File: src/rtl/vga_timing_gen.sv
// 640x480@60 VGA raster timing: free-running pixel/line counters with
// combinational decode of syncs, visible-region flag, coordinates and frame strobe.
module vga_timing_gen #(
    parameter int WIDTH   = 640,
    parameter int HEIGHT  = 480,
    parameter int H_FRONT = 16,
    parameter int H_SYNC  = 96,
    parameter int H_BACK  = 48,
    parameter int V_FRONT = 10,
    parameter int V_SYNC  = 2,
    parameter int V_BACK  = 33
) (
    input  logic       clk25,
    input  logic       reset,
    output logic       screenEnd,
    output logic       active,
    output logic       hSync,
    output logic       vSync,
    output logic [9:0] x,
    output logic [8:0] y
);
    localparam int H_TOTAL = WIDTH + H_FRONT + H_SYNC + H_BACK;
    localparam int V_TOTAL = HEIGHT + V_FRONT + V_SYNC + V_BACK;

    // Thresholds pre-sized to the counter width so every compare is 10 bits.
    localparam logic [9:0] H_VIS   = 10'(WIDTH);
    localparam logic [9:0] H_SS    = 10'(WIDTH + H_FRONT);
    localparam logic [9:0] H_SE    = 10'(WIDTH + H_FRONT + H_SYNC);
    localparam logic [9:0] H_LAST  = 10'(H_TOTAL - 1);
    localparam logic [9:0] V_VIS   = 10'(HEIGHT);
    localparam logic [9:0] V_SS    = 10'(HEIGHT + V_FRONT);
    localparam logic [9:0] V_SE    = 10'(HEIGHT + V_FRONT + V_SYNC);
    localparam logic [9:0] V_LAST  = 10'(V_TOTAL - 1);

    logic [9:0] h_count;
    logic [9:0] v_count;
    logic       h_vis;
    logic       v_vis;

    always_ff @(posedge clk25 or negedge reset) begin
        if (!reset) begin
            h_count <= '0;
            v_count <= '0;
        end else if (h_count == H_LAST) begin
            h_count <= '0;
            v_count <= (v_count == V_LAST) ? '0 : v_count + 10'd1;
        end else begin
            h_count <= h_count + 10'd1;
        end
    end

    assign h_vis = (h_count < H_VIS);
    assign v_vis = (v_count < V_VIS);

    always_comb begin
        active    = h_vis && v_vis;
        hSync     = !((h_count >= H_SS) && (h_count < H_SE));
        vSync     = !((v_count >= V_SS) && (v_count < V_SE));
        x         = h_vis ? h_count : '0;
        // Full 10-bit compare above keeps rows 512..524 from aliasing into y.
        y         = v_vis ? v_count[8:0] : '0;
        screenEnd = (h_count == '0) && (v_count == V_VIS);
    end
endmodule

File: config.mk
export PLATFORM = sky130hd
export DESIGN_NAME = vga_timing_gen
export DESIGN_NICKNAME = d
export VERILOG_FILES = /design/src/rtl/vga_timing_gen.sv
export SDC_FILE = /design/constraint.sdc
export NUM_CORES = 1
export LEC_CHECK = 0
export CORE_ASPECT_RATIO = 0.9
export CORE_MARGIN = 5
export CORE_UTILIZATION = 45
export CTS_CLUSTER_DIAMETER = 30
export DETAILED_ROUTE_END_ITERATION = 6
export PLACE_DENSITY = 0.74
export SETUP_SLACK_MARGIN = 0.05
export SYNTH_ARGS = -nofsm -noshare
export SYNTH_HDL_FRONTEND = slang
export SYNTH_SLANG_ARGS = --single-unit
File: constraint.sdc
create_clock -name clk25 -period 1.75 [get_ports clk25]
set_input_delay 0.35 -clock clk25 [delete_from_list [all_inputs] [get_ports clk25]]
set_output_delay 0.35 -clock clk25 [all_outputs]
set_load 0.05 [all_outputs]
==> flow_summary.toml <==
[yosys]
yosysUniqueCellTypes = 36
synth_area_sq_um = 1225
synth_mux_area_share_pct = 0
ys_seq_area_share_pct = 40.86
synth_top_family_by_area = "simple AND/OR/NAND/NOR gates"
syn_nets = 137
synth-seq-cells = 20
ys_top_cells_by_count = "dfrtp_1 (20), and2_1 (16), nand2_1 (9), nor2_1 (9)"
synthFlopType = "dfrtp_1"
synth_fa_ha_area_share_pct = 4.086
synth_top_area_share_pct = 40.86
synthXorXnorAreaFrac_pct = 7.150
syn_inst = 131
yosys.area_share.simple_pct = 36.47
yosys_warnings = 0
yosysMostFrequentCell = "dfrtp_1"
async_flop_share_pct = 100.0
synth_area_leaders = "dfrtp_1 (41%), and2_1 (8.2%), xnor2_1 (4.3%)"
syn_area_per_cell_sq_um = 9.351
synth-edff-count = 0
yosys.area.top_type = "dfrtp_1"
synth_compound_area_share_pct = 7.661

[drt]
first_pass_iters = 5
viasPerCell = 5.717
drc_errors = 0
drtIter0Drc = 136
wl_per_cell_um = 16.97
num_vias = 1252
routed_wl_mm = 3.716
ant_nets = 0

[clock_tree]
cts_buffers = 3
clock_latency_ns = 0.31
clockBufferDepth = 2
h-tree-depth = 1
cts_root_buffer = "clkbuf_4"
numClockSinks = 20
clk_pin_slew_ns = 0.12
cts_tree = "built"

[cells_and_area]
nets = 196
layout-drive-gt1-share_pct = 51.85
final_cell_area_sq_um = 2143
fin_util_pct = 79.97
area_growth_pct = 74.97
diodes = 0

[critical_path]
required_ns = 1.40
path_max_fanout = 2
cp-startpoint = "v_count[9]"
r2r_start = "h_count[0]"
startpoint_type = "flip-flop"
endpoint_kind = "primary output"
rr_worst_depth = 5
cp_data_arrival_time_ns = 1.73
critPathKind = "flip-flop to primary output"

[power]
leakagePower_uw = 0.0009865
power_frac_clock_pct = 36.1
power.internal_uw = 592.1
seq_power_share_pct = 62.2
switching_share_pct = 20.19
p_switching_uw = 149.8
power.density_nw_per_um2 = 346.2
combPwrFrac_pct = 1.7
ir_worst_vdd_v = 0.0003290

[timing]
worst_pin_slew_ns = 0.3067
drv_slew = 0
fin_crit_ns = 2.075
timing.final.crit_share_pct = 118.6
slew_headroom_pct = 79.55
setup_ws_ns = -0.3254
rsz0062_at_grt = "yes"
fmax_mhz = 481.8
clock_skew_ns = 0.01359
setup-violations-final = 14
hold_violations = 0

[outcome]
violations = "negative setup slack"
status = "finished with violations"

[floorplan]
rows = 18
start_util_pct = 45.70
die_h_um = 59.50
die-area_sq_um = 3867
die_w_um = 65.00
io-pin-count = 25
coreArea_sq_um = 2680

[hold_path]
hold_class = "primary input to asynchronous set/reset pin"

[global_route]
grt_usage_pct = 18.80
antenna_found_initial = 0
grt_overflow = 0
grt_pass1_vias = 1117
grt_pass1_wl_mm = 5.499
grt_max_degree = 21

[job]
maxCapViolCount = 0

[place]
place_hpwl_mm = 2.330
post_dp_cell_area_sq_um = 1861
place.gp.congestion = 0.8966
port_buffers = 24
-- metal layers --
layer | wire length, um | up-vias | GRT usage (%)
met2 | 1891 | 52 | 29.45
met1 | 1552 | 616 | 26.31
li1 | - | 578 | -
met5 | 0 | - | 0
met3 | 201 | 6 | 3.036
met4 | 71 | 0 | 6.928
-- sequential cells by signal, indices dropped and copies added (netlist names) --
register and flops:
h_count 10, v_count 10
-- power groups by stage --
stage	clock (uW)	combinational, uW	sequential (uW)
final	268	12.3	462
after global routing	291	14.3	462
after CTS	273	12.7	462
after detailed placement	0	12.8	471
after global placement	0	12.8	471
after floorplan	0	0.000296	471
-- stage by stage --
step / power (uW) / cells / setup slack (ns) / setup TNS, ns / hold slack, ns
floorplan: 471.0 / 131 / -0.2988 / -0.3108 / 0.05441
global placement: 483.7 / 198 / 0.05635 / 0 / 0.4895
detailed placement: 483.6 / 198 / -0.003448 / -0.003448 / 0.5208
CTS: 747.2 / 212 / -0.3240 / -2.445 / 0.3710
global route: 767.1 / 219 / -0.4295 / -3.077 / 0.3838
finish: 742.0 / 219 / -0.3254 / -1.642 / 0.3648
-- kinds of logic after synthesis --
group,after synthesis
DFF,20
adders and majority gates,4
and+or+nand+nor,71
xor gates and xnor gates,10
AOI/OAI and AO/OA,16
buffers and inverters,10
-- path summary, 6_finish.rpt --
path / to / slack (ns)
setup / recovery: screenEnd / -0.33
hold / removal: v_count[4] / 0.36
setup reg to reg: v_count[9] / 0.03
hold reg to reg: h_count[0] / 0.53
max in group asynchronous: h_count[5] / 1.15
min in group clk25: h_count[0] / 0.53
-- worst max-delay path, stage by stage (launching register included) --
cell     delay, ns
dfrtp_1       0.43
nor4_2        0.29
buf_4         0.16
nand4_1       0.14
nor4_4        0.23
buf_12        0.18
-- layout make-up --
cell class	count	area [sq um]
clock buffers	4	36.28
fillers	150	536.8
inverters	5	18.77
multi-input cells	101	782.0
flip-flops and latches	20	506.7
well taps	30	37.54
repair buffers	59	762.0
-- cells in the final DEF, fill, tap and decap left out, types with 2 or more instances in the layout --
| cell | instances |
|---|---|
| buf_6 | 11 |
| nand2_2 | 2 |
| ha_1 | 4 |
| dfrtp_2 | 5 |
| nand2_1 | 6 |
| and4_1 | 3 |
| and2_1 | 3 |
| nand2b_1 | 2 |
| clkbuf_4 | 3 |
| xor2_1 | 4 |
| buf_12 | 22 |
| nand4_1 | 8 |
| inv_1 | 4 |
| o21ai_0 | 5 |
| buf_4 | 25 |
| nand3_1 | 7 |
| dfrtp_1 | 15 |
| and2_4 | 14 |
| o21ai_1 | 2 |
| a21oi_1 | 3 |
| nor2_1 | 9 |
| xnor2_1 | 6 |
-- timing repair --
item,in CTS,in global routing
cloned,0,0
hold endpoints to repair,0,0
setup buffers,10,12
hold buffers,0,0
resized for setup,32,15
pin swaps,13,6
endpoints found under the setup margin,21,27
No activity file was read; power rests on OpenSTA's default activity.
